===== src/rtl/uart_pkg.sv =====
// Shared UART definitions: receiver state encoding, default oversampling
// and the baud divider calculation used by both RX and TX.
package uart_pkg;

  typedef enum logic [2:0] {
    IDLE      = 3'd0,
    START     = 3'd1,
    DATA      = 3'd2,
    STOP      = 3'd3,
    WAIT_IDLE = 3'd4
  } uart_state_t;

  localparam int OVERSAMPLE_DEF = 16;

  // Integer-truncated clocks per oversampling tick.
  function automatic int calc_div(input int clk_freq, input int baud, input int os);
    return clk_freq / (baud * os);
  endfunction

endpackage


===== src/rtl/uart_baud_tick.sv =====
// Free-running oversampling tick generator: one-clock pulse every DIV clocks.
module uart_baud_tick #(
  parameter int DIV = 651
) (
  input  logic clk,
  input  logic rst,
  output logic tick
);

  localparam int            CW   = (DIV > 1) ? $clog2(DIV) : 1;
  localparam logic [CW-1:0] LAST = CW'(DIV - 1);

  logic [CW-1:0] r_cnt;

  always_ff @(posedge clk or posedge rst) begin
    if (rst) begin
      r_cnt <= '0;
    end else if (r_cnt == LAST) begin
      r_cnt <= '0;
    end else begin
      r_cnt <= r_cnt + CW'(1);
    end
  end

  assign tick = (r_cnt == LAST);

endmodule


===== src/rtl/uart_rx.sv =====
// 8N1 UART receiver, LSB first, oversampled with mid-bit sampling.
// rx_done / frame_err are single-clock strobes; rx_data holds the last good byte.
module uart_rx
  import uart_pkg::*;
#(
  parameter int CLK_FREQ   = 100_000_000,
  parameter int BAUD       = 9600,
  parameter int OVERSAMPLE = OVERSAMPLE_DEF
) (
  input  logic       clk,
  input  logic       rst,
  input  logic       rx,
  output logic [7:0] rx_data,
  output logic       rx_done,
  output logic       rx_busy,
  output logic       frame_err,
  output logic [2:0] o_state
);

  localparam int            DIV       = calc_div(CLK_FREQ, BAUD, OVERSAMPLE);
  localparam int            TW        = $clog2(OVERSAMPLE);
  localparam logic [TW-1:0] HALF_LAST = TW'(OVERSAMPLE / 2 - 1);
  localparam logic [TW-1:0] BIT_LAST  = TW'(OVERSAMPLE - 1);

  logic          r_sync1, r_sync2;
  uart_state_t   r_state, w_state_nxt;
  logic [TW-1:0] r_tick_cnt, w_tick_nxt;
  logic [2:0]    r_bit_cnt, w_bit_nxt;
  logic [7:0]    r_shreg, w_shreg_nxt;
  logic [7:0]    r_data, w_data_nxt;
  logic          r_done, w_done_nxt;
  logic          r_ferr, w_ferr_nxt;
  logic          w_tick;
  logic          w_rx_s;

  uart_baud_tick #(.DIV(DIV)) u_tick (
    .clk  (clk),
    .rst  (rst),
    .tick (w_tick)
  );

  // Synchronizer resets to the idle line level so reset never looks like a start bit.
  always_ff @(posedge clk or posedge rst) begin
    if (rst) begin
      r_sync1 <= 1'b1;
      r_sync2 <= 1'b1;
    end else begin
      r_sync1 <= rx;
      r_sync2 <= r_sync1;
    end
  end

  assign w_rx_s = r_sync2;

  always_ff @(posedge clk or posedge rst) begin
    if (rst) begin
      r_state    <= IDLE;
      r_tick_cnt <= '0;
      r_bit_cnt  <= '0;
      r_shreg    <= '0;
      r_data     <= '0;
      r_done     <= 1'b0;
      r_ferr     <= 1'b0;
    end else begin
      r_state    <= w_state_nxt;
      r_tick_cnt <= w_tick_nxt;
      r_bit_cnt  <= w_bit_nxt;
      r_shreg    <= w_shreg_nxt;
      r_data     <= w_data_nxt;
      r_done     <= w_done_nxt;
      r_ferr     <= w_ferr_nxt;
    end
  end

  always_comb begin
    w_state_nxt = r_state;
    w_tick_nxt  = r_tick_cnt;
    w_bit_nxt   = r_bit_cnt;
    w_shreg_nxt = r_shreg;
    w_data_nxt  = r_data;
    w_done_nxt  = 1'b0;
    w_ferr_nxt  = 1'b0;
    case (r_state)
      IDLE: begin
        if (!w_rx_s) begin
          w_state_nxt = START;
          w_tick_nxt  = '0;
        end
      end
      START: begin
        if (w_tick) begin
          if (r_tick_cnt == HALF_LAST) begin
            if (!w_rx_s) begin
              w_state_nxt = DATA;
              w_tick_nxt  = '0;
              w_bit_nxt   = '0;
            end else begin
              w_state_nxt = IDLE;
            end
          end else begin
            w_tick_nxt = r_tick_cnt + TW'(1);
          end
        end
      end
      DATA: begin
        if (w_tick) begin
          if (r_tick_cnt == BIT_LAST) begin
            w_shreg_nxt = {w_rx_s, r_shreg[7:1]};
            w_tick_nxt  = '0;
            if (r_bit_cnt == 3'd7) begin
              w_state_nxt = STOP;
            end else begin
              w_bit_nxt = r_bit_cnt + 3'd1;
            end
          end else begin
            w_tick_nxt = r_tick_cnt + TW'(1);
          end
        end
      end
      STOP: begin
        // Leaving mid stop bit lets a start bit that follows immediately be caught.
        if (w_tick) begin
          if (r_tick_cnt == BIT_LAST) begin
            w_tick_nxt = '0;
            if (w_rx_s) begin
              w_data_nxt  = r_shreg;
              w_done_nxt  = 1'b1;
              w_state_nxt = IDLE;
            end else begin
              w_ferr_nxt  = 1'b1;
              w_state_nxt = WAIT_IDLE;
            end
          end else begin
            w_tick_nxt = r_tick_cnt + TW'(1);
          end
        end
      end
      WAIT_IDLE: begin
        if (w_rx_s) begin
          w_state_nxt = IDLE;
        end
      end
      default: begin
        w_state_nxt = IDLE;
      end
    endcase
  end

  assign rx_data   = r_data;
  assign rx_done   = r_done;
  assign frame_err = r_ferr;
  assign rx_busy   = (r_state != IDLE);
  assign o_state   = r_state;

endmodule


===== config.mk =====
export PLATFORM = sky130hd
export DESIGN_NAME = uart_rx
export DESIGN_NICKNAME = d
export VERILOG_FILES = /design/src/rtl/uart_pkg.sv /design/src/rtl/uart_baud_tick.sv /design/src/rtl/uart_rx.sv
export SDC_FILE = /design/constraint.sdc
export NUM_CORES = 1
export LEC_CHECK = 0
export CAP_MARGIN = 20
export CORE_MARGIN = 4
export CORE_UTILIZATION = 56
export CTS_CLUSTER_DIAMETER = 30
export CTS_CLUSTER_SIZE = 40
export DETAILED_ROUTE_END_ITERATION = 12
export MAX_ROUTING_LAYER = met4
export PLACE_DENSITY = 0.78
export REMOVE_ABC_BUFFERS = 1
export SYNTH_ARGS = -nofsm -noshare
export SYNTH_HDL_FRONTEND = slang
export SYNTH_SLANG_ARGS = --single-unit

===== constraint.sdc =====
create_clock -name clk -period 2.1 [get_ports clk]
set_input_delay 0.315 -clock clk [delete_from_list [all_inputs] [get_ports clk]]
set_output_delay 0.315 -clock clk [all_outputs]
set_load 0.01 [all_outputs]

## Word-level counts from Yosys, hierarchy flattened

Index checks and enable logic that the tools add are counted.

| storage, ports and cells | value |
|---|---|
| output and inout port bits | 14 |
| register bits after elaboration | 40 |
| word-level logic and storage cells | 77 |
| bits of input ports | 3 |

| cells by class | value |
|---|---|
| multiplexer cells | 34 |
| add/sub/neg operators | 3 |
| reductions and logical operators | 10 |
| eq/ne operators | 20 |

Operators with widths:

| kind | count |
|---|---|
| two-way mux 3 bit | 16 |
| two-way mux 4 bit | 5 |
| inequality test 2 bit (second input constant) | 8 |
| case mux 3 bit (5 select lines) | 1 |
| case mux 4 bit (3 select lines) | 1 |
| adder 10 x 1 -> 10 bit (second input constant) | 1 |
| equality test 10 bit (second input constant) | 1 |
| two-way mux 10 bit | 1 |
| AND reduction 9 bit | 1 |
| two-way mux 1 bit | 8 |
| inequality test 2 x 1 -> 1 bit (second input constant) | 4 |
| AND reduction 7 bit | 1 |
| equality test 3 x 2 -> 1 bit (second input constant) | 2 |
| equality test 3 bit (second input constant) | 2 |
| case mux 3 bit (2 select lines) | 1 |
| AND reduction 3 bit | 2 |
| nonzero test 3 bit | 2 |
| adder 4 x 1 -> 4 bit (second input constant) | 1 |
| equality test 4 x 3 -> 1 bit (second input constant) | 1 |
| equality test 4 bit (second input constant) | 1 |
| AND reduction 4 bit | 1 |
| adder 3 x 1 -> 3 bit (second input constant) | 1 |
| equality test 3 x 1 -> 1 bit (second input constant) | 1 |
| zero test 3 bit | 1 |
| other kinds (3) | 3 |

## Logic depth before layout (Yosys ltp)

Gate-level depths: netlist of the first run.

| logic depth | value |
|---|---|
| depth in word-level cells | 5 |
| depth in mapped cells | 6 |
| gate-level depth less buffers | 6 |

## By module

A second synthesis of the first run with hierarchy kept.

| unflattened totals | value |
|---|---|
| cell total of the unflattened synthesis | 161 |
| area, all modules | 1,933.1 um2 |

By module, submodules not included:

| module | seq. area each (um2) | cells each | area an instance (um2) | instances |
|---|---|---|---|---|
| uart_rx | 753.2 | 114 | 1,405.1 | 1 |
| uart_baud_tick | 250.2 | 47 | 528.0 | 1 |

## Worst setup path before layout of the first run

Ideal clock, no wire load.

| timing | value |
|---|---|
| path kind | register to register |
| start point | register u_tick.r_cnt[5] |
| end point | register r_data[0] (netlist: rx_data[0]) |
| period minus slack after synthesis | 1.829 ns |
| setup time | 0.125 ns |
| cell stages (with the launch flop) | 5 |
| required time | 1.975 ns |
| buffers on the path | 0 |
| setup slack | 0.271 ns |
| data arrival time | 1.704 ns |
| cells stage by stage | dfrtp_1 > nor4b_2 > nand4_2 > nor3_4 > mux2_2 |

| between the ends | value |
|---|---|
| cells in the longest elaborated chain, start to end | 2 |

Ends and longest elaborated chain:

| item | RTL line | text |
|---|---|---|
| start: declaration | uart_baud_tick.sv:13 | `logic [CW-1:0] r_cnt;` |
| start signal: assignment | uart_baud_tick.sv:21 | `r_cnt <= r_cnt + CW'(1);` |
| equality test 10 bit | uart_baud_tick.sv:25 | `assign tick = (r_cnt == LAST);` |
| AND reduction 4 bit (no line) | -- |  |
| end signal: assignment | uart_rx.sv:69 | `r_data <= w_data_nxt;` |
| end: declaration | uart_rx.sv:30 | `logic [7:0] r_data, w_data_nxt;` |

No other way between the ends.
A chain may end at the register's enable or synchronous reset.

## Worst setup path in the final report of the first run

| timing | value |
|---|---|
| start point | register r_state[2] (netlist: o_state[2]) |
| end point | output port rx_busy |

| between the ends | value |
|---|---|
| cells in the longest elaborated chain, start to end | 1 |

Ends and longest elaborated chain:

| item | RTL line | text |
|---|---|---|
| start: declaration | uart_rx.sv:26 | `uart_state_t r_state, w_state_nxt;` |
| start signal: assignment | uart_rx.sv:65 | `r_state <= w_state_nxt;` |
| nonzero test 3 bit | uart_rx.sv:152 | `assign rx_busy = (r_state != IDLE);` |
| end: declaration | uart_rx.sv:15 | `output logic rx_busy,` |

No other way between the ends.

==> impl_metrics.json, run 1 <==
{
  "rsz_0062_raised_after_global_routing": "false",
  "start_util": 0.595,
  "global_route_usage_over_all_layers": 0.197,
  "cts_max_path_buffers": 2,
  "dieArea_mm2": 0.00431,
  "root_buffer": "sky130_fd_sc_hd__clkbuf_4",
  "cts.htree.levels": 2,
  "regArea_mm2": 0.00101,
  "cts_sinks": 40,
  "report.final.slew_viol_count": 0,
  "yosysWarningCount": 0,
  "worst-slew-pin-transition_ns": 0.482,
  "drc": 0,
  "hold_path.startpoint": "rx",
  "timing.rr.start": "r_tick_cnt[0]$_DFFE_PP0P_",
  "fillerInstances": 239,
  "syn_area_per_cell_um2": 11.8,
  "worst-endpoint-arrival_ns": 1.70,
  "holdCritPathClass": "input port to flop",
  "timing.fmax_mhz": 497,
  "pwr-share-seq": 0.632,
  "status": "finished clean",
  "tritoncts": "built",
  "clock_input_transition_at_the_sequential_cells_of_the_worst_setup_and_hold_paths_ns": 0.12,
  "ff_latch_count_synth": 40,
  "synth.cell_area_mm2": 0.00186,
  "finalWeightedCongestion": 0.840,
  "globalRouteOverflowTotal": 0,
  "first_global_vias": 1327,
  "nets": 195,
  "power.combinational.fraction": 0.019,
  "hpwlAfterDp_um": 2450,
  "die_height_um": 65.6,
  "timing.final.crit_period_ns": 2.01,
  "worst-setup-path-type": "flop to primary output",
  "timing.final.crit_share": 0.959,
  "timing_hold_violations_final": 0,
  "placement_rows": 20,
  "synth.yosys.seq_area_share": 0.539,
  "worstSetupStartpointType": "flop",
  "synth.distinct_cells": 43,
  "max_cap_viol_count": 0,
  "placed_cells_incl_taps": 220,
  "die_width_um": 65.6,
  "total_area_of_multi_input_combinational_cells_um2": 802,
  "crit_fanout": 8,
  "p_int_uw": 942,
  "antenna_cells": 0,
  "drt_pre_antenna_iters": 6,
  "final_antenna_net_count": 0,
  "first_iter_violations": 61,
  "detailroute.via_count": 1283,
  "finalSetupViolations": 0,
  "port-buffer-count": 16,
  "power_frac_clock": 0.349,
  "drt_wl_cell_um": 15.4,
  "synthCells": 158,
  "final_util": 0.704,
  "critPathCaptureType": "primary output",
  "drive_above_1_share": 0.245,
  "skew_ns": 0.00870,
  "worst-endpoint-required_ns": 1.78,
  "first_pass_grt_wire_length_um": 6110,
  "routed_wire_length_um": 3570,
  "hold_ws_ns": 0.337,
  "finish.cell_count_without_fillers": 232,
  "maximum_number_of_pins_on_one_net_before_global_route_repair": 41,
  "static-leakage-power_uw": 0.00106,
  "antenna_found_initial": 0,
  "worstSkewPairLatency_ns": 0.37,
  "syn_to_final_growth_pct": 18.4,
  "timing.critical_path.from": "o_state[2]$_DFFE_PP0P_",
  "total_net_switching_power_uw": 285,
  "power_per_cell_area_mw_per_mm2": 557,
  "i_o_pin_count": 17,
  "core_mm2": 0.00313,
  "final.setup.tns_ns": 0,
  "cts_buffers": 5,
  "timing.slew.headroom": 0.678,
  "power.share.switching": 0.232,
  "drt-vias-per-instance": 5.53,
  "holdBufCountCts": 0,
  "irDropWorstVdd_v": 0.000456
}
==> registers in the layout (all words and copies together), names as in the netlist <==
register      count
u_tick.r_cnt     10
r_shreg           8
rx_data           8
r_tick_cnt        4
o_state           3
r_bit_cnt         3
frame_err         1
r_sync1           1
r_sync2           1
rx_done           1
==> cell type report <==
class / count / area share
clock buffer: 6 / 0.0233
clock inverter: 2 / 0.00682
inverter: 10 / 0.0170
multi-input combinational: 104 / 0.364
sequential: 40 / 0.457
tap: 44 / 0.0250
timing repair buffer: 26 / 0.107
==> metal layers <==
layer | vias up | GRT usage | wire (um)
met3 | 8 | 0.0410 | 79
met4 | 0 | 0.109 | 87
met1 | 640 | 0.238 | 1680
li1 | 621 | - | -
met2 | 14 | 0.308 | 1720
met5 | - | - | 0
==> cells by family after synthesis <==
group / Yosys count / synth area share
muxes: 20 / 0.119
xor gates and xnor gates: 10 / 0.0471
buffers and inverters: 14 / 0.0296
and+or+nand+nor: 52 / 0.167
adders and majority gates: 5 / 0.0336
AOI/OAI and AO/OA: 17 / 0.0646
DFF: 40 / 0.539
==> critical path, stage by stage (launching register included) <==
cell and delay (ns):
sky130_fd_sc_hd__dfrtp_2 0.47, sky130_fd_sc_hd__or3_1 0.37, sky130_fd_sc_hd__clkdlybuf4s50_1 0.48
==> power groups by stage <==
stage	clock, uW	combinational, uW	sequential [uW]
floorplan	0	14.6	790
global placement	0	23.8	790
detailed placement	0	24.1	790
CTS	435	24.2	775
global route	478	26.9	776
finish	429	22.9	775
==> layout by cell type, fill, tap and decap left out, types with 2 or more instances in the layout <==
cell type / netlist / layout
sky130_fd_sc_hd__a211oi_1: 2 / 2
sky130_fd_sc_hd__inv_1: 10 / 10
sky130_fd_sc_hd__clkinvlp_4: 0 / 2
sky130_fd_sc_hd__clkbuf_4: 0 / 5
sky130_fd_sc_hd__buf_4: 0 / 10
sky130_fd_sc_hd__xnor2_1: 4 / 4
sky130_fd_sc_hd__nand2_1: 5 / 5
sky130_fd_sc_hd__nor2b_1: 2 / 2
sky130_fd_sc_hd__nand4_1: 5 / 5
sky130_fd_sc_hd__and2_1: 2 / 2
sky130_fd_sc_hd__dfstp_2: 2 / 2
sky130_fd_sc_hd__and4_1: 2 / 2
sky130_fd_sc_hd__dfrtp_1: 38 / 36
sky130_fd_sc_hd__nand3_1: 8 / 8
sky130_fd_sc_hd__ha_1: 5 / 5
sky130_fd_sc_hd__mux2_2: 17 / 17
sky130_fd_sc_hd__dfrtp_2: 0 / 2
sky130_fd_sc_hd__or3_1: 2 / 2
sky130_fd_sc_hd__clkdlybuf4s50_1: 0 / 16
sky130_fd_sc_hd__mux2i_1: 3 / 3
sky130_fd_sc_hd__nor2_1: 12 / 12
sky130_fd_sc_hd__xor2_1: 6 / 6
sky130_fd_sc_hd__o211ai_1: 2 / 2
sky130_fd_sc_hd__nand3b_1: 2 / 2
sky130_fd_sc_hd__nor3b_1: 2 / 2
sky130_fd_sc_hd__a21oi_1: 4 / 4
==> worst paths after layout <==
path	to	slack (ns)	cells after the start
max	rx_busy	0.09	2
min	r_sync1$_DFF_PP1_	0.34	1
max reg2reg	rx_data[2]$_DFFE_PP0P_	0.17	5
min reg2reg	r_sync2$_DFF_PP1_	0.37	0
max in group asynchronous	o_state[0]$_DFFE_PP0P_	1.39	3
min in group asynchronous	r_shreg[6]$_DFFE_PP0P_	0.35	3
==> metrics by stage <==
step	setup slack (ns)	cell area [um^2]	total power (uW)
6_report	0.0864	2200	1230
5_1_grt	0.00881	2200	1280
4_1_cts	0.0165	2170	1230
3_5_place_dp	0.181	2100	814
3_3_place_gp	0.244	2100	814
2_1_floorplan	0.168	1840	804
==> repair_timing <==
item | 4_1_cts | 5_1_grt
endpoints found under the setup margin | 1 | 1
setup buffers | 0 | 4
resized for setup | 1 | 1
==> cell usage after synthesis <==
| library cell | instances | area share |
|---|---|---|
| sky130_fd_sc_hd__a31o_2 | 1 | 0.0047 |
| sky130_fd_sc_hd__mux2i_1 | 3 | 0.016 |
| sky130_fd_sc_hd__and2_1 | 2 | 0.0067 |
| sky130_fd_sc_hd__xnor2_1 | 4 | 0.019 |
| sky130_fd_sc_hd__nor3b_1 | 2 | 0.0081 |
| sky130_fd_sc_hd__buf_2 | 2 | 0.0054 |
| sky130_fd_sc_hd__or4_1 | 1 | 0.0040 |
| sky130_fd_sc_hd__nor3_1 | 1 | 0.0027 |
| sky130_fd_sc_hd__mux2_2 | 17 | 0.10 |
| sky130_fd_sc_hd__ha_1 | 5 | 0.034 |
| sky130_fd_sc_hd__a211oi_1 | 2 | 0.0081 |
| sky130_fd_sc_hd__or2_2 | 1 | 0.0034 |
| sky130_fd_sc_hd__o22ai_1 | 1 | 0.0034 |
| sky130_fd_sc_hd__inv_1 | 10 | 0.020 |
| sky130_fd_sc_hd__a21o_1 | 1 | 0.0040 |
| sky130_fd_sc_hd__and3_1 | 1 | 0.0034 |
| sky130_fd_sc_hd__xor2_1 | 6 | 0.028 |
| sky130_fd_sc_hd__o21ai_0 | 1 | 0.0027 |
| sky130_fd_sc_hd__o41ai_1 | 1 | 0.0047 |
| sky130_fd_sc_hd__nand3_1 | 8 | 0.022 |
| sky130_fd_sc_hd__o211ai_1 | 2 | 0.0081 |
| sky130_fd_sc_hd__clkbuf_1 | 1 | 0.0020 |
| sky130_fd_sc_hd__and4_1 | 2 | 0.0094 |
| sky130_fd_sc_hd__nand4_1 | 5 | 0.017 |
| sky130_fd_sc_hd__or3_1 | 2 | 0.0067 |
| sky130_fd_sc_hd__a41oi_1 | 1 | 0.0047 |
| sky130_fd_sc_hd__nand3b_1 | 2 | 0.0081 |
| sky130_fd_sc_hd__nand4_2 | 1 | 0.0067 |
| sky130_fd_sc_hd__nand2_1 | 5 | 0.010 |
| sky130_fd_sc_hd__a21oi_1 | 4 | 0.011 |
| sky130_fd_sc_hd__o2111a_1 | 1 | 0.0061 |
| sky130_fd_sc_hd__dfstp_2 | 2 | 0.028 |
| sky130_fd_sc_hd__and3_2 | 1 | 0.0040 |
| sky130_fd_sc_hd__nand2b_1 | 1 | 0.0034 |
| sky130_fd_sc_hd__a31oi_1 | 1 | 0.0034 |
| sky130_fd_sc_hd__nor2_1 | 12 | 0.024 |
| sky130_fd_sc_hd__o31ai_1 | 1 | 0.0040 |
| sky130_fd_sc_hd__nor3_4 | 1 | 0.0087 |
| sky130_fd_sc_hd__or3_2 | 1 | 0.0040 |
| sky130_fd_sc_hd__nor4b_2 | 1 | 0.0081 |
| sky130_fd_sc_hd__nor2b_1 | 2 | 0.0067 |
| sky130_fd_sc_hd__buf_1 | 1 | 0.0020 |
| sky130_fd_sc_hd__dfrtp_1 | 38 | 0.51 |
Power figures use the tool's default switching activity.
==> run 2: changes to the inputs <==
--- a/config.mk
+++ b/config.mk
@@ -7,13 +7,14 @@
 export LEC_CHECK = 0
 export CAP_MARGIN = 20
 export CORE_MARGIN = 4
-export CORE_UTILIZATION = 56
+export CORE_UTILIZATION = 51
 export CTS_CLUSTER_DIAMETER = 30
 export CTS_CLUSTER_SIZE = 40
 export DETAILED_ROUTE_END_ITERATION = 12
 export MAX_ROUTING_LAYER = met4
-export PLACE_DENSITY = 0.78
+export PLACE_DENSITY = 0.75
 export REMOVE_ABC_BUFFERS = 1
 export SYNTH_ARGS = -nofsm -noshare
 export SYNTH_HDL_FRONTEND = slang
 export SYNTH_SLANG_ARGS = --single-unit
+export TNS_END_PERCENT = 5
==> constraint.sdc (replaced) <==
create_clock -name clk -period 1.8 [get_ports clk]
set_input_delay 0.27 -clock clk [delete_from_list [all_inputs] [get_ports clk]]
set_output_delay 0.27 -clock clk [all_outputs]
set_load 0.01 [all_outputs]
==> impl_metrics.json, run 2 (synthesis results as in run 1) <==
{
  "worstSkewPairLatency_ns": 0.30,
  "timing.fmax_mhz": 577,
  "final_antenna_net_count": 0,
  "drive_above_1_share": 0.301,
  "finalSetupViolations": 0,
  "dieArea_mm2": 0.00468,
  "timing.final.crit_share": 0.963,
  "power_per_cell_area_mw_per_mm2": 707,
  "timing.rr.start": "u_tick.r_cnt[6]$_DFF_PP0_",
  "placement_rows": 21,
  "tritoncts": "built",
  "core_mm2": 0.00344,
  "critPathTopFamily": "simple AND/OR/NAND/NOR gates",
  "worst-endpoint-required_ns": 2.03,
  "detailroute.wirelength.met2_um": 1830,
  "cts_sinks": 40,
  "max_cap_viol_count": 0,
  "holdCritPathClass": "input port to asynchronous set/reset pin",
  "worst-setup-path-type": "flop to flop",
  "antenna_found_initial": 0,
  "finalWeightedCongestion": 0.841,
  "global_route_usage_over_all_layers": 0.187,
  "final_util": 0.691,
  "drt_pre_antenna_iters": 4,
  "syn_to_final_growth_pct": 27.9,
  "worstSetupStartpointType": "flop",
  "routed_wire_length_um": 3570,
  "detailroute.via_count": 1305,
  "i_o_pin_count": 17,
  "worst-endpoint-arrival_ns": 1.96,
  "crit_fanout": 7,
  "root_buffer": "sky130_fd_sc_hd__clkbuf_8",
  "first_pass_grt_wire_length_um": 6220,
  "start_util": 0.541,
  "die_width_um": 68.4,
  "critPathCaptureType": "flop",
  "drt-met1-wl_um": 1550,
  "drc": 0,
  "holdBufCountCts": 0,
  "static-leakage-power_uw": 0.00113,
  "final.setup.tns_ns": 0,
  "globalRouteOverflowTotal": 0,
  "final_common_cell": "sky130_fd_sc_hd__dfrtp_1",
  "timing.slew.headroom": 0.720,
  "largest_register_ff_count": 10,
  "reg2regPathDepth": 5,
  "irDropWorstVdd_v": 0.000503,
  "skew_ns": 0.00983,
  "hpwlAfterDp_um": 2520,
  "regArea_mm2": 0.00100,
  "critPathSlowestCell": "sky130_fd_sc_hd__or4_1",
  "crit_path_cells": "nor4b_4, nand4_2, buf_6, or4_1, nand3_1",
  "critical_path_depth": 5,
  "worst-slew-pin-transition_ns": 0.418,
  "timing_hold_violations_final": 0,
  "die_height_um": 68.4,
  "fillerInstances": 237,
  "antenna_cells": 0,
  "final_cell_mix": "sky130_fd_sc_hd__dfrtp_1 (38), sky130_fd_sc_hd__mux2_2 (17), sky130_fd_sc_hd__clkdlybuf4s50_1 (15), sky130_fd_sc_hd__buf_4 (15), sky130_fd_sc_hd__nor2_1 (12)",
  "maximum_number_of_pins_on_one_net_before_global_route_repair": 41,
  "cts_buffers": 5,
  "post_cts.repair.setup_buffers": 0,
  "cts.htree.levels": 2,
  "regToRegEndpoint": "r_tick_cnt[2]$_DFFE_PP0P_",
  "wl_met3_um": 120,
  "timing.final.crit_period_ns": 1.73,
  "highest-signal-layer": "met4",
  "critical_path.max_stage_delay_ns": 0.46,
  "drt-vias-per-instance": 5.39,
  "status": "finished clean",
  "hold_ws_ns": 0.334,
  "largest-register": "u_tick.r_cnt",
  "path_buf_inv": 1,
  "nets": 203,
  "cts_max_path_buffers": 2,
  "drt_wl_cell_um": 14.8,
  "first_iter_violations": 64,
  "port-buffer-count": 16,
  "report.final.slew_viol_count": 0,
  "total_area_of_multi_input_combinational_cells_um2": 842,
  "first_global_vias": 1350,
  "setup.reg_to_reg.worst_slack_ns": 0.07,
  "clock_input_transition_at_the_sequential_cells_of_the_worst_setup_and_hold_paths_ns": 0.08
}
## run 2: changes by cell type in the layout (fill, tap and decap cells not counted), sizes merged
cell / delta
buf: +8
clkinv: +2
clkdlybuf4s50: -1
clkinvlp: -2
dlygate4sd2: +1
bufinv: +1
clkbuf: -1
## run 2: per-stage QoR
| stage | instance area [um^2] | std cells | setup WS (ns) | total power [uW] |
|---|---|---|---|---|
| floorplan | 1840 | 154 | -0.132 | 938 |
| CTS | 2350 | 242 | -0.0106 | 1690 |
| finish | 2380 | 242 | 0.0665 | 1680 |
| global route | 2380 | 242 | -0.0179 | 1750 |
| global placement | 2220 | 234 | 0.00887 | 953 |
| detailed placement | 2220 | 234 | -0.0179 | 954 |
## run 2: cell type report
class / instances / share of cell area
Clock buffer: 5 / 0.0289
Multi-Input combinational cell: 104 / 0.354
Sequential cell: 40 / 0.422
Tap cell: 46 / 0.0242
Timing Repair Buffer: 34 / 0.136
Clock inverter: 3 / 0.0200
Inverter: 10 / 0.0158
## run 2: worst min-delay path, stage by stage
cell	delay [ns]
sky130_fd_sc_hd__clkdlybuf4s50_1	0.41
sky130_fd_sc_hd__inv_1	0.09
sky130_fd_sc_hd__buf_12	0.23
## run 2: how the worst max path moves through the flow
stage	slack [ns]	to	startpoint
after floorplan	-0.13	r_bit_cnt[0]$_DFFE_PP0P_	u_tick.r_cnt[5]$_DFF_PP0_
after global placement	0.009	r_tick_cnt[1]$_DFFE_PP0P_	u_tick.r_cnt[2]$_DFF_PP0_
after detailed placement	-0.02	r_tick_cnt[0]$_DFFE_PP0P_	u_tick.r_cnt[5]$_DFF_PP0_
after CTS	-0.01	r_tick_cnt[0]$_DFFE_PP0P_	u_tick.r_cnt[5]$_DFF_PP0_
after global routing	-0.02	rx_data[1]$_DFFE_PP0P_	r_tick_cnt[0]$_DFFE_PP0P_
final	0.07	r_tick_cnt[2]$_DFFE_PP0P_	u_tick.r_cnt[6]$_DFF_PP0_
## run 2: power breakdown
part | total, uW | leakage [uW] | internal (uW) | switching (uW)
clock network | 747 | 0.0000583 | 417 | 330
logic | 30.7 | 0.000543 | 10.2 | 20.5
registers | 904 | 0.000532 | 902 | 2.25
## run 2: per-layer routing
metal  up-vias  global-route usage
met5         -                   -
met4         0              0.0844
met3         9              0.0394
met2        28               0.300
met1       635               0.224
li1        633                   -
## run 2: timing repair
action | 4_1_cts | 5_1_grt
pin swaps | 1 | 4
endpoints found under the setup margin | 3 | 13
cloned | 0 | 0
gates resized for setup | 4 | 8
==> run 3: changes to the inputs <==
--- a/config.mk
+++ b/config.mk
@@ -6,10 +6,11 @@
 export NUM_CORES = 1
 export LEC_CHECK = 0
 export CAP_MARGIN = 20
+export CORE_ASPECT_RATIO = 0.8
 export CORE_MARGIN = 4
 export CORE_UTILIZATION = 51
 export CTS_CLUSTER_DIAMETER = 30
-export CTS_CLUSTER_SIZE = 40
+export CTS_CLUSTER_SIZE = 25
 export DETAILED_ROUTE_END_ITERATION = 12
 export MAX_ROUTING_LAYER = met4
 export PLACE_DENSITY = 0.75
==> impl_metrics.json, run 3 (synthesis results as in run 1) <==
{
  "status": "finished clean",
  "largest_register_ff_count": 10,
  "regToRegEndpoint": "o_state[1]$_DFFE_PP0P_",
  "final_util": 0.692,
  "global_route_usage_over_all_layers": 0.195,
  "holdCritPathClass": "flop to flop",
  "power_per_cell_area_mw_per_mm2": 689,
  "timing.final.crit_share": 0.984,
  "drive_above_1_share": 0.298,
  "final_antenna_net_count": 0,
  "routed_wire_length_um": 3990,
  "worstSetupStartpointType": "flop",
  "final_common_cell": "sky130_fd_sc_hd__dfrtp_1",
  "detailroute.via_count": 1369,
  "report.final.slew_viol_count": 0,
  "worst_hold_path.endpoint": "r_sync2$_DFF_PP1_",
  "worst-endpoint-arrival_ns": 1.92,
  "start_util": 0.536,
  "placement_rows": 19,
  "maximum_number_of_pins_on_one_net_before_global_route_repair": 24,
  "antenna_cells": 0,
  "root_buffer": "sky130_fd_sc_hd__clkbuf_8",
  "i_o_pin_count": 17,
  "cts_buffers": 5,
  "hold_path.startpoint": "r_sync1$_DFF_PP1_",
  "timing.slew.headroom": 0.731,
  "finalWeightedCongestion": 0.810,
  "first_global_vias": 1327,
  "worstSkewPairLatency_ns": 0.29,
  "crit_fanout": 7,
  "drt_wl_cell_um": 16.6,
  "core_mm2": 0.00347,
  "finish.instance_area_mm2": 0.00240,
  "worst_slack_after_detailed_placement_ns": -0.0483,
  "worst-endpoint-required_ns": 1.95,
  "timing.final.crit_period_ns": 1.77,
  "syn_to_final_growth_pct": 29.1,
  "drc": 0,
  "timing.rr.start": "u_tick.r_cnt[8]$_DFF_PP0_",
  "dieArea_mm2": 0.00468,
  "setup.reg_to_reg.worst_slack_ns": 0.03,
  "post_dp_cell_area_mm2": 0.00222,
  "timing_hold_violations_final": 0,
  "nets": 205,
  "reg2regPathDepth": 5,
  "tritoncts": "built",
  "hpwlAfterDp_um": 2740,
  "static-leakage-power_uw": 0.00115,
  "final_cell_mix": "sky130_fd_sc_hd__dfrtp_1 (36), sky130_fd_sc_hd__buf_4 (17), sky130_fd_sc_hd__clkdlybuf4s50_1 (15)",
  "antenna_found_initial": 0,
  "port-buffer-count": 16,
  "worst-slew-pin-transition_ns": 0.402,
  "postLayoutSetupSlackWorst_ns": 0.0288,
  "timing.fmax_mhz": 565,
  "drt-vias-per-instance": 5.70,
  "critPathCaptureType": "flop",
  "cts.htree.levels": 2,
  "finalSetupViolations": 0,
  "totalPowerFinal_uw": 1650,
  "first_iter_violations": 47,
  "rsz_0062_raised_after_global_routing": "true",
  "irDropWorstVdd_v": 0.000583,
  "die_width_um": 75.5,
  "worst-setup-path-type": "flop to flop",
  "cts_max_path_buffers": 2,
  "first_pass_grt_wire_length_um": 6260,
  "clock_input_transition_at_the_sequential_cells_of_the_worst_setup_and_hold_paths_ns": 0.08,
  "die_height_um": 62.0,
  "drt_pre_antenna_iters": 4,
  "holdBufCountCts": 0,
  "skew_ns": 0.00600,
  "largest-register": "u_tick.r_cnt",
  "max_cap_viol_count": 0,
  "globalRouteOverflowTotal": 0,
  "cts_sinks": 40,
  "whs_path_depth": 0
}
==> run 3: worst max-delay path by stage <==
| stage | startpoint | end | slack [ns] | depth (start not counted) |
|---|---|---|---|---|
| 2_1_floorplan | u_tick.r_cnt[5]$_DFF_PP0_ | r_bit_cnt[0]$_DFFE_PP0P_ | -0.13 | 4 |
| 5_1_grt | u_tick.r_cnt[8]$_DFF_PP0_ | rx_data[2]$_DFFE_PP0P_ | -0.06 | 5 |
| 3_3_place_gp | u_tick.r_cnt[5]$_DFF_PP0_ | r_tick_cnt[1]$_DFFE_PP0P_ | 0.03 | 5 |
| 4_1_cts | u_tick.r_cnt[2]$_DFF_PP0_ | r_tick_cnt[1]$_DFFE_PP0P_ | -0.01 | 6 |
| 3_5_place_dp | u_tick.r_cnt[2]$_DFF_PP0_ | r_tick_cnt[1]$_DFFE_PP0P_ | -0.05 | 6 |
| 6_report | u_tick.r_cnt[8]$_DFF_PP0_ | o_state[1]$_DFFE_PP0P_ | 0.03 | 5 |
==> run 3: critical path: stages (launching register included) <==
cell                      delay (ns)
sky130_fd_sc_hd__dfrtp_1        0.41
sky130_fd_sc_hd__nor4b_4        0.31
sky130_fd_sc_hd__nand4_2        0.18
sky130_fd_sc_hd__buf_6          0.17
sky130_fd_sc_hd__o41ai_2        0.40
sky130_fd_sc_hd__a21oi_1        0.14
==> run 3: final cells by class <==
| class | count | area [um^2] |
|---|---|---|
| clock buffer | 6 | 72.6 |
| multi-input combinational | 104 | 860 |
| timing repair buffer | 36 | 338 |
| inverter | 10 | 37.5 |
| clock inverter | 2 | 35.0 |
| fill | 234 | 1070 |
| sequential | 40 | 1010 |
| tap | 42 | 52.6 |
==> run 3: routing by layer <==
layer / vias to the layer above / GRT usage / wire, um
met1: 674 / 0.230 / 1690
met2: 38 / 0.299 / 2000
met5: - / - / 0
met4: 0 / 0.120 / 139
li1: 644 / - / -
met3: 13 / 0.0514 / 164
==> run 3: metrics by stage <==
| stage | cells | setup TNS (ns) | hold slack (ns) |
|---|---|---|---|
| floorplan | 154 | -1.32 | 0.274 |
| detailed placement | 231 | -0.0908 | 0.357 |
| CTS | 240 | -0.0111 | 0.362 |
| finish | 240 | 0 | 0.358 |
| global placement | 231 | 0 | 0.349 |
| global route | 240 | -0.190 | 0.369 |
==> run 3: where the power goes <==
| group | switching (uW) | internal (uW) | leakage (uW) |
|---|---|---|---|
| sequential | 2.81 | 902 | 0.000530 |
| combinational | 21.0 | 11.4 | 0.000567 |
| clock | 306 | 411 | 0.0000552 |
| total | 330 | 1320 | 0.00115 |
==> run 3: timing repair <==
item,CTS,global route
endpoints found under the setup margin,14,7
resized for setup,6,11
pin swaps,0,2
setup buffers,1,0
